`config.mk`:
```
export PLATFORM = sky130hd
export DESIGN_NAME = axil_arbiter_2x1
export DESIGN_NICKNAME = d
export VERILOG_FILES = /design/src/rtl/axil_arbiter_2x1.sv
export SDC_FILE = /design/constraint.sdc
export NUM_CORES = 1
export LEC_CHECK = 0
export ABC_AREA = 1
export BUFFER_PORTS_ARGS = -buffer_cell sky130_fd_sc_hd__buf_4
export CORE_AREA = 2 2 177 179
export CTS_BUF_LIST = sky130_fd_sc_hd__clkbuf_4 sky130_fd_sc_hd__clkbuf_8
export DETAILED_ROUTE_END_ITERATION = 10
export DIE_AREA = 0 0 179 181
export HOLD_SLACK_MARGIN = 0.12
export REMOVE_ABC_BUFFERS = 1
export SYNTH_ARGS = -nofsm -noshare
export SYNTH_HDL_FRONTEND = slang
export SYNTH_SLANG_ARGS = --single-unit
```
`constraint.sdc`:
```
create_clock -name axi_clk -period 2 [get_ports axi_clk]
set_clock_uncertainty 0.05 [all_clocks]
set_input_delay 0.3 -clock axi_clk [delete_from_list [all_inputs] [get_ports axi_clk]]
set_output_delay 0.3 -clock axi_clk [all_outputs]
set_load 0.05 [all_outputs]
```
`src/rtl/axil_arbiter_2x1.sv`:
```
// axil_arbiter_2x1: round-robin 2:1 AXI4-Lite arbiter, one transaction at a time.
module axil_arbiter_2x1 #(
    parameter int ADDR_W = 32,
    parameter int DATA_W = 32
) (
    input  logic                axi_clk,
    input  logic                axi_rstn,
    input  logic                s0_awvalid,
    input  logic [ADDR_W-1:0]   s0_awaddr,
    input  logic [2:0]          s0_awprot,
    output logic                s0_awready,
    input  logic                s0_wvalid,
    input  logic [DATA_W-1:0]   s0_wdata,
    input  logic [DATA_W/8-1:0] s0_wstrb,
    output logic                s0_wready,
    output logic                s0_bvalid,
    output logic [1:0]          s0_bresp,
    input  logic                s0_bready,
    input  logic                s0_arvalid,
    input  logic [ADDR_W-1:0]   s0_araddr,
    input  logic [2:0]          s0_arprot,
    output logic                s0_arready,
    output logic                s0_rvalid,
    output logic [DATA_W-1:0]   s0_rdata,
    output logic [1:0]          s0_rresp,
    input  logic                s0_rready,
    input  logic                s1_awvalid,
    input  logic [ADDR_W-1:0]   s1_awaddr,
    input  logic [2:0]          s1_awprot,
    output logic                s1_awready,
    input  logic                s1_wvalid,
    input  logic [DATA_W-1:0]   s1_wdata,
    input  logic [DATA_W/8-1:0] s1_wstrb,
    output logic                s1_wready,
    output logic                s1_bvalid,
    output logic [1:0]          s1_bresp,
    input  logic                s1_bready,
    input  logic                s1_arvalid,
    input  logic [ADDR_W-1:0]   s1_araddr,
    input  logic [2:0]          s1_arprot,
    output logic                s1_arready,
    output logic                s1_rvalid,
    output logic [DATA_W-1:0]   s1_rdata,
    output logic [1:0]          s1_rresp,
    input  logic                s1_rready,
    output logic                m_awvalid,
    output logic [ADDR_W-1:0]   m_awaddr,
    output logic [2:0]          m_awprot,
    input  logic                m_awready,
    output logic                m_wvalid,
    output logic [DATA_W-1:0]   m_wdata,
    output logic [DATA_W/8-1:0] m_wstrb,
    input  logic                m_wready,
    input  logic                m_bvalid,
    input  logic [1:0]          m_bresp,
    output logic                m_bready,
    output logic                m_arvalid,
    output logic [ADDR_W-1:0]   m_araddr,
    output logic [2:0]          m_arprot,
    input  logic                m_arready,
    input  logic                m_rvalid,
    input  logic [DATA_W-1:0]   m_rdata,
    input  logic [1:0]          m_rresp,
    output logic                m_rready,
    output logic [1:0]          grant,
    output logic                busy
);
    typedef enum logic [2:0] {IDLE, RD_ADDR, RD_DATA, WR_ADDR, WR_RESP} state_t;
    state_t     state_q, state_d;
    logic       gnt_q, gnt_d, last_gnt_q, last_gnt_d;
    logic       aw_done_q, aw_done_d, w_done_q, w_done_d;
    logic [1:0] grant_q, grant_d;
    logic       busy_q, busy_d;
    logic       req0, req1, pick, aw_all, w_all;
    logic       in_ra, in_rd, in_wa, in_wr;
    assign grant = grant_q;
    assign busy  = busy_q;
    always_comb begin
        in_ra = state_q == RD_ADDR;
        in_rd = state_q == RD_DATA;
        in_wa = state_q == WR_ADDR;
        in_wr = state_q == WR_RESP;
        m_awvalid  = in_wa & ~aw_done_q & (gnt_q ? s1_awvalid : s0_awvalid);
        m_awaddr   = in_wa ? (gnt_q ? s1_awaddr : s0_awaddr) : '0;
        m_awprot   = in_wa ? (gnt_q ? s1_awprot : s0_awprot) : 3'b000;
        m_wvalid   = in_wa & ~w_done_q & (gnt_q ? s1_wvalid : s0_wvalid);
        m_wdata    = in_wa ? (gnt_q ? s1_wdata : s0_wdata) : '0;
        m_wstrb    = in_wa ? (gnt_q ? s1_wstrb : s0_wstrb) : '0;
        m_bready   = in_wr & (gnt_q ? s1_bready : s0_bready);
        m_arvalid  = in_ra & (gnt_q ? s1_arvalid : s0_arvalid);
        m_araddr   = in_ra ? (gnt_q ? s1_araddr : s0_araddr) : '0;
        m_arprot   = in_ra ? (gnt_q ? s1_arprot : s0_arprot) : 3'b000;
        m_rready   = in_rd & (gnt_q ? s1_rready : s0_rready);
        s0_awready = in_wa & ~gnt_q & ~aw_done_q & m_awready;
        s0_wready  = in_wa & ~gnt_q & ~w_done_q & m_wready;
        s0_bvalid  = in_wr & ~gnt_q & m_bvalid;
        s0_bresp   = (in_wr & ~gnt_q) ? m_bresp : 2'b00;
        s0_arready = in_ra & ~gnt_q & m_arready;
        s0_rvalid  = in_rd & ~gnt_q & m_rvalid;
        s0_rdata   = (in_rd & ~gnt_q) ? m_rdata : '0;
        s0_rresp   = (in_rd & ~gnt_q) ? m_rresp : 2'b00;
        s1_awready = in_wa & gnt_q & ~aw_done_q & m_awready;
        s1_wready  = in_wa & gnt_q & ~w_done_q & m_wready;
        s1_bvalid  = in_wr & gnt_q & m_bvalid;
        s1_bresp   = (in_wr & gnt_q) ? m_bresp : 2'b00;
        s1_arready = in_ra & gnt_q & m_arready;
        s1_rvalid  = in_rd & gnt_q & m_rvalid;
        s1_rdata   = (in_rd & gnt_q) ? m_rdata : '0;
        s1_rresp   = (in_rd & gnt_q) ? m_rresp : 2'b00;
    end
    always_comb begin
        req0       = s0_awvalid | s0_arvalid;
        req1       = s1_awvalid | s1_arvalid;
        pick       = (req0 & req1) ? ~last_gnt_q : req1;
        aw_all     = aw_done_q | (m_awvalid & m_awready);
        w_all      = w_done_q | (m_wvalid & m_wready);
        state_d    = state_q;
        gnt_d      = gnt_q;
        last_gnt_d = last_gnt_q;
        aw_done_d  = aw_done_q;
        w_done_d   = w_done_q;
        case (state_q)
            IDLE: if (req0 | req1) begin
                gnt_d   = pick;
                state_d = (pick ? s1_awvalid : s0_awvalid) ? WR_ADDR : RD_ADDR;
            end
            RD_ADDR: if (m_arvalid & m_arready) state_d = RD_DATA;
            RD_DATA: if (m_rvalid & m_rready) begin
                state_d    = IDLE;
                last_gnt_d = gnt_q;
            end
            WR_ADDR: begin
                state_d   = (aw_all & w_all) ? WR_RESP : WR_ADDR;
                aw_done_d = aw_all & ~w_all;
                w_done_d  = w_all & ~aw_all;
            end
            WR_RESP: if (m_bvalid & m_bready) begin
                state_d    = IDLE;
                last_gnt_d = gnt_q;
            end
            default: state_d = IDLE;
        endcase
        grant_d = (state_d == IDLE) ? 2'b00 : (gnt_d ? 2'b10 : 2'b01);
        busy_d  = state_d != IDLE;
    end
    always_ff @(posedge axi_clk or negedge axi_rstn) begin
        if (!axi_rstn) begin
            state_q    <= IDLE;
            gnt_q      <= 1'b0;
            last_gnt_q <= 1'b1;
            aw_done_q  <= 1'b0;
            w_done_q   <= 1'b0;
            grant_q    <= 2'b00;
            busy_q     <= 1'b0;
        end else begin
            state_q    <= state_d;
            gnt_q      <= gnt_d;
            last_gnt_q <= last_gnt_d;
            aw_done_q  <= aw_done_d;
            w_done_q   <= w_done_d;
            grant_q    <= grant_d;
            busy_q     <= busy_d;
        end
    end
endmodule
```
==> qor.txt, run 1 <==
Number of core rows: 64
VDD IR-drop max: 0.774 mV
Buffers on Ports: 460
CTS tree: yes
Die height: 181 um
CP max FO: 9
Share of cells above drive strength 1: 59.0%
Net count reported at finish: 1,252
Max_slew headroom: 79.8%
Num Clock Sinks: 10
Residual DRC: 0
WP data arrival: 1.70 ns
WS Path Type: reg2out
Fill cells: 3,270
Final HPWL DP: 15,700 um
Yosys Warn Count: 0
P&R area growth vs syn: 207%
Setup TNS: -1.80 ns
Reg2Reg Depth: 11
CP startpoint: state_q[2]$_DFF_PN0_
Power Density: 1600 mW/mm^2
RSZ-0062 raised after global routing: true
Final hold vios: 0
Slew @ Worst Pin: 0.303 ns
Vias in the first global route: 5,103
Routed WL: 20,700 um
CP endpoint kind: output pin
Grt total ovfl: 0
Vias/cell: 3.80
ANT cells: 0
Sequential area share after synthesis: 9.72%
R2R Setup Slk: 0.21 ns
Min Tclk post-route: 2.05 ns
Hold_ws: 0.396 ns
Die area: 0.0324 mm^2
CTS buffer count: 3
Pwr Total: 12.7 mW
Initial Util: 8.52%
Worst reg2reg startpoint: gnt_q$_DFF_PN0_
# setup viols final: 71
Io pins: 461
Initial antenna violation count: 1
FF+latch count, synth: 10
Clk root buf: clkbuf_8
Gpl congestion: 0.882
Clk Latency, worst-skew pair: 0.23 ns
Hold Crit Class: in2async
Worst Path Required: 1.65 ns
Core Region: 0.0303 mm^2
Syn avg cell area: 5.09 um^2
Die W: 179 um
Final worst-path setup slack: -0.0518 ns
Violated checks: negative setup slack
Most common cell after layout, fill and taps aside: buf_4
Clock buffer depth: 2
Wire per inst: 15.0 um
First-pass GRT wire length: 28,100 um
GR Util All Layers: 11.2%
Initial DRT Pass Iterations: 5
Final slew viol count: 0
Final ANT Viol Nets: 0
RR Endpoint: grant[0]$_DFF_PN0_
Status: complete, but fails checks
Largest net degree at the start of global routing: 36
Leakage: 4.60 nW
Post-Syn Instances: 508
Number of distinct library cells after synthesis: 27
CTS H-tree lvls: 1
Placed Area: 0.00672 mm^2
1st-iter DRT viols: 181
Max cap viols: 0
Critical Path End: m_arprot[2]
Post-Syn Area: 0.00259 mm^2
Via count: 5,254
Period Utilization, post-route: 103%
FMAX: 487 MHz
Most frequent cells in the layout: 355 x buf_4, 124 x inv_1, 122 x buf_6
CTS clk-pin slew, worst paths: 0.05 ns
Post-layout instance area: 0.00794 mm^2
Critical Path Start Type: flop
## flip-flops by register name, summed over array words and instances (netlist names)
name and cells:
gnt_q 1, busy 1, grant 2, state_q 3
last_gnt_q 1, w_done_q 1, aw_done_q 1
## synthesized netlist by cell type
cell      number  area (um^2)
inv_2          3         11.3
or2_2          2         12.5
o21ai_0        1         5.00
buf_1          7         26.3
nor3_1         4         20.0
nand3_2        1         10.0
a31oi_1        1         6.26
nor3_2         1         10.0
buf_2         16         80.1
buf_4          1         7.51
nor4_1         5         31.3
dfstp_2        1         26.3
a21oi_1        2         10.0
o22ai_1        2         12.5
o21ai_2        2         17.5
clkbuf_1      13         48.8
inv_1        127          477
nor2_2         4         25.0
dfrtp_1        9          225
clkinv_1       1         3.75
o21ai_1        2         10.0
nor2_1        94          353
and2_1         2         12.5
a22oi_1       71          533
nand3_1       75          375
nand2_1       60          225
buf_6          1         11.3
## logic make-up (layout without fill, tap and decap cells)
group | count (synthesis) | after routing | share of synthesized area [%]
and+or+nand+nor | 248 | 248 | 41.6
buffers and inverters | 169 | 647 | 25.7
AOI/OAI and AO/OA | 81 | 81 | 23.0
DFF | 10 | 10 | 9.72
## how the worst min path moves through the flow
| stage | startpoint | end | slack [ns] | depth (start not counted) |
|---|---|---|---|---|
| after floorplan | axi_rstn | aw_done_q$_DFFE_PN0P_ | -0.05 | 0 |
| after global placement | axi_rstn | busy$_DFF_PN0_ | 0.08 | 1 |
| after detailed placement | axi_rstn | grant[0]$_DFF_PN0_ | 0.08 | 1 |
| after CTS | axi_rstn | state_q[2]$_DFF_PN0_ | 0.41 | 2 |
| after global routing | axi_rstn | state_q[2]$_DFF_PN0_ | 0.41 | 2 |
| final | axi_rstn | w_done_q$_DFFE_PN0P_ | 0.40 | 2 |
## power by group
part	internal [mW]	total [mW]	switching, mW
combinational	4.56	12.1	7.52
sequential	0.308	0.413	0.105
clock	0.152	0.220	0.0675
total	5.02	12.7	7.69
## routing by layer
layer,vias up,part of all wire [%],global-route usage [%]
met4,2,1.3,1.63
met5,-,0.063,0
met1,2403,39,13.2
met2,263,52,21.1
li1,2567,-,-
met3,19,7.5,2.02
## what timing repair did
action | in CTS | in global routing
buffers inserted | 7 | 3
hold buffers | 1 | 0
endpoints found under the hold margin | 10 | 0
resized for setup | 146 | 62
endpoints found under the setup margin | 168 | 163
pin swaps | 5 | 24
cloned | 6 | 5
## through the flow
stage               instances  utilization [%]  setup WS [ns]
CTS                      1375             25.0         -0.107
detailed placement       1357             22.2         0.0774
finish                   1382             26.2        -0.0518
global route             1382             26.2         -0.131
global placement         1357             22.2          0.108
floorplan                 470                -          -2.59
## cell type report
| cell class | count | area, um^2 | share of cell area (%) |
|---|---|---|---|
| Sequential cell | 10 | 255 | 3.21 |
| Tap cell | 396 | 495 | 6.24 |
| Inverter | 131 | 492 | 6.19 |
| Timing Repair Buffer | 512 | 4740 | 59.7 |
| Clock buffer | 4 | 48.8 | 0.615 |
| Multi-Input combinational cell | 329 | 1910 | 24.1 |
## critical path, cell delays in order (launching register included)
cell and delay (ns):
dfrtp_1 0.39, inv_2 0.11, nand2_2 0.09, nor2_4 0.13
buf_12 0.14, bufbuf_16 0.27, nand3_1 0.08, nand2_2 0.11
buf_8 0.15
No activity file was read; power rests on OpenSTA's default activity.
==> run 2: changes to the inputs <==
CORE_AREA = 2 2 181 183   (was 2 2 177 179)
DIE_AREA = 0 0 183 185   (was 0 0 179 181)
clock period = 2.4 ns   (was 2 ns; I/O delays follow)
==> run 2 against run 1 <==
  * The run now ends clean
  * Routed wire length decreased by 14%
  * Count of clock-buffer cells in the layout unchanged
  * Via count shrank 5.6%
  * Sequential share of layout area is 0.56 points higher
  * Register-to-register slack improved by 0.22 ns
  * First-iteration DRC count shrank 7.2%
  * Total power shrank 33%
  * Combinational power down 34%
  * Critical path depth is 1 lower
==> qor.txt, run 2 (synthesis gave the netlist of run 1 again) <==
Power Density: 1270 mW/mm^2
Post-layout instance area: 0.00669 mm^2
Share of cells above drive strength 1: 52.5%
Initial antenna violation count: 2
CTS H-tree lvls: 1
CP endpoint kind: output pin
Most common cell after layout, fill and taps aside: buf_4
Hold Crit Class: in2async
Max_slew headroom: 72.4%
Vias/cell: 3.63
Die area: 0.0339 mm^2
Die W: 183 um
Clk Latency, worst-skew pair: 0.23 ns
Grt total ovfl: 0
Post-route insts no fill: 1,367
Reg power frac: 3.9%
Post-placement cell count: 1,360
Initial Util: 8.07%
RSZ-0062 raised after global routing: false
VDD IR-drop max: 0.501 mV
P&R area growth vs syn: 159%
Largest net degree at the start of global routing: 73
Final hold vios: 0
Number of core rows: 66
1st-iter DRT viols: 168
# setup viols final: 0
Comb power frac: 93.8%
Post-CTS Resized: 0
Reg2Reg Depth: 10
Buffers on Ports: 460
Top reg by flops: state_q
Placed Area: 0.00660 mm^2
Min Tclk post-route: 2.26 ns
Net count reported at finish: 1,225
Switch Pwr: 5.75 mW
Num Clock Sinks: 10
Residual DRC: 0
Final ANT Viol Nets: 0
CTS tree: yes
Hold_ws: 0.453 ns
Most frequent cells in the layout: 479 x buf_4, 127 x inv_1, 94 x nor2_1
Worst reg2reg startpoint: state_q[1]$_DFF_PN0_
Gpl congestion: 0.725
Final slew viol count: 0
Total internal power: 2.77 mW
Largest register FFs: 3
RR Endpoint: grant[0]$_DFF_PN0_
CTS clk-pin slew, worst paths: 0.05 ns
ANT cells: 0
Die height: 185 um
Vias in the first global route: 4,463
First-pass GRT wire length: 24,600 um
Core Region: 0.0320 mm^2
FMAX: 442 MHz
Final HPWL DP: 15,800 um
Clock power frac: 2.3%
Via count: 4,961
Status: finished, final reports clean
Sw frac: 67.5%
Initial DRT Pass Iterations: 4
WP data arrival: 1.85 ns
Pwr Total: 8.52 mW
Critical Path Start Type: flop
Period Utilization, post-route: 94.2%
Clock buffer depth: 2
Worst Path Required: 1.99 ns
Clk root buf: clkbuf_8
CP max FO: 33
R2R Setup Slk: 0.43 ns
Slew @ Worst Pin: 0.413 ns
Leakage: 4.22 nW
Fill cells: 3,587
Wire per inst: 13.1 um
Routed WL: 17,900 um
Io pins: 461
CTS buffer count: 3
WS Path Type: reg2out
Max cap viols: 0
GR Util All Layers: 9.33%
## run 2: cell types whose count changed in the layout (fill, tap and decap cells not counted), sizes merged
cell and delta:
clkbuf -4, bufbuf -1, buf -22
## run 2: repair_timing
item,4_1_cts,5_1_grt
endpoints found under the setup margin,0,42
buffers inserted,0,2
hold endpoints to repair,10,0
hold buffers,1,0
## run 2: worst max path at each step
stage | startpoint | end | slack (ns)
after floorplan | gnt_q$_DFF_PN0_ | s1_awready | -2.25
after global placement | state_q[1]$_DFF_PN0_ | s0_awready | 0.35
after detailed placement | state_q[1]$_DFF_PN0_ | m_wstrb[1] | 0.30
after CTS | state_q[1]$_DFF_PN0_ | m_wstrb[1] | 0.04
after global routing | state_q[1]$_DFF_PN0_ | m_wstrb[1] | 0.03
final | state_q[1]$_DFF_PN0_ | m_wdata[21] | 0.14
## run 2: cell type report
class	instances	area, um^2	share of cell area [%]
Multi-Input combinational cell	329	1680	25.2
Timing Repair Buffer	485	3710	55.4
Sequential cell	10	253	3.78
Clock buffer	4	48.8	0.729
Tap cell	408	510	7.63
Inverter	131	492	7.35
## run 2: routing by layer
metal	track usage [%]	routed length, um	part of all wire (%)	up-vias
met1	10.4	6660	37	2180
met4	1.38	209	1.2	2
met5	0	11	0.061	-
li1	-	-	-	2507
met2	18.4	9540	53	260
met3	1.99	1460	8.2	12
## run 2: power groups by stage
stage | Clock [mW] | Sequential (mW) | Combinational [mW]
CTS | 0.200 | 0.333 | 8.00
global placement | 0 | 0.331 | 7.96
global route | 0.206 | 0.345 | 8.48
floorplan | 0 | 0.444 | 5.08
finish | 0.196 | 0.328 | 8.00
detailed placement | 0 | 0.334 | 7.98
## run 2: per-stage QoR
stage	utilization, %	worst slack, ns	setup TNS [ns]
after floorplan	-	-2.25	-188.43
after global placement	20.6	0.350	0
after detailed placement	20.6	0.299	0
after CTS	20.8	0.0426	0
after global routing	20.9	0.0349	0
final	20.9	0.140	0
## run 2: worst max-delay path, stage by stage (launching register included)
cell,delay (ns)
dfrtp_1,0.49
nand3_2,0.24
nor2_4,0.19
buf_12,0.14
buf_12,0.18
a22oi_1,0.11
inv_1,0.06
buf_4,0.19
==> run 3: changes to the inputs <==
clock period = 2.93 ns   (was 2.4 ns; I/O delays follow)
==> run 3 against run 2 <==
  * Combinational power down 20%
  * Critical path depth decreased by 1
  * Via count is 1.8% lower
  * Core utilization down 0.32 points
  * Design area fell by 1.6%
  * Largest cell class unchanged
  * Largest power group unchanged
==> qor.txt, run 3 (synthesis gave the netlist of run 1 again) <==
Status: finished, final reports clean
Initial antenna violation count: 2
Number of core rows: 66
WP data arrival: 2.17 ns
CP max FO: 45
CTS tree: yes
Post-layout instance area: 0.00659 mm^2
Critical Path Start Type: flop
Residual DRC: 0
Post-CTS setup buffer count: 0
Max_slew headroom: 64.6%
Die height: 185 um
Grt total ovfl: 0
Worst-path cell chain: nand3_2, nor2_4, buf_12, a22oi_1, inv_1, buf_4
Pwr Total: 6.84 mW
Fill cells: 3,618
Hold Crit Class: reg2reg
CP max stage delay: 0.49 ns
Initial DRT Pass Iterations: 5
P&R area growth vs syn: 155%
Io pins: 461
Final slew viol count: 0
RSZ-0062 raised after global routing: false
Clock buffer depth: 2
Final ANT Viol Nets: 0
First-pass GRT wire length: 24,500 um
GR Util All Layers: 9.36%
Post-layout util: 20.6%
Final worst-path setup slack: 0.268 ns
Top reg by flops: state_q
Final hold vios: 0
Wire per inst: 13.3 um
Die area: 0.0339 mm^2
Num Clock Sinks: 10
Slowest-stage cell, CP: dfrtp_1
CP endpoint kind: output pin
Largest net degree at the start of global routing: 73
WS Path Type: reg2out
Final HPWL DP: 15,700 um
Slew @ Worst Pin: 0.529 ns
Period Utilization, post-route: 90.9%
1st-iter DRT viols: 124
Worst slack at placement: 0.492 ns
Largest register FFs: 3
Most common cell after layout, fill and taps aside: buf_4
Vias/cell: 3.59
Hold_ws: 0.475 ns
Most frequent cells in the layout: 469 x buf_4, 127 x inv_1, 94 x nor2_1
Min Tclk post-route: 2.66 ns
Gpl congestion: 0.719
Worst Path Required: 2.44 ns
Die W: 183 um
# setup viols final: 0
Placed Area: 0.00652 mm^2
Vias in the first global route: 4,384
Clk Latency, worst-skew pair: 0.23 ns
Leakage: 4.16 nW
Via count: 4,871
VDD IR-drop max: 0.498 mV
CTS clk-pin slew, worst paths: 0.05 ns
CTS H-tree lvls: 1
Initial Util: 8.07%
CTS buffer count: 3
Buffers on Ports: 460
Routed WL: 18,000 um
Post-CTS Resized: 0
Power Density: 1040 mW/mm^2
FMAX: 376 MHz
Clk root buf: clkbuf_8
Core Region: 0.0320 mm^2
Share of cells above drive strength 1: 51.8%
Max cap viols: 0
Net count reported at finish: 1,213
-- run 3: changes by cell type in the layout (fill, tap and decap cells not counted), sizes merged --
cell	before	now
buf	484	472
diode	0	2
-- run 3: final cells by class --
type	instances	area, um^2	share of cell area [%]
antenna	2	5.00	0.0759
clock buffer	4	55.1	0.835
inverter	131	492	7.46
multi-input combinational	329	1680	25.6
sequential	10	253	3.84
tap	408	510	7.75
timing repair buffer	473	3590	54.5
-- run 3: critical path: cells and delay by family, from the launching register on --
family	cells	cell delay, ns
DFF	1	0.49
AOI/OAI and AO/OA	1	0.15
and+or+nand+nor	2	0.69
buffers and inverters	3	0.58
-- run 3: final timing paths --
path / to / startpoint / depth (start not counted) / slack [ns]
worst min-delay path: last_gnt_q$_DFFE_PN1P_ / last_gnt_q$_DFFE_PN1P_ / 2 / 0.48
worst min register to register: last_gnt_q$_DFFE_PN1P_ / last_gnt_q$_DFFE_PN1P_ / 2 / 0.48
min in group asynchronous: busy$_DFF_PN0_ / axi_rstn / 2 / 0.55
max in group asynchronous: last_gnt_q$_DFFE_PN1P_ / axi_rstn / 2 / 2.06
worst max-delay path: m_awaddr[2] / state_q[1]$_DFF_PN0_ / 6 / 0.27
worst max register to register: grant[0]$_DFF_PN0_ / gnt_q$_DFF_PN0_ / 11 / 0.77
-- run 3: report_power, final --
part | switching [mW] | internal [mW]
Combinational | 4.56 | 1.84
Sequential | 0.0620 | 0.207
Clock | 0.0527 | 0.118
Total | 4.67 | 2.16
-- run 3: stage by stage --
stage | cells | TNS, ns
floorplan | 470 | -101.00
global placement | 1350 | 0
detailed placement | 1350 | 0
CTS | 1355 | 0
global route | 1355 | 0
finish | 1357 | 0
-- run 3: what timing repair did --
| action | CTS | global route |
|---|---|---|
| endpoints found under the setup margin | 0 | 0 |
| hold buffers | 1 | 0 |
| hold endpoints to repair | 9 | 0 |
-- run 3: layer usage --
metal / vias to the layer above / wire length, um / track usage, %
li1: 2486 / - / -
met1: 2126 / 6620 / 10.0
met2: 247 / 9700 / 18.8
met3: 10 / 1590 / 2.24
met4: 2 / 102 / 1.25
met5: - / 11 / 0
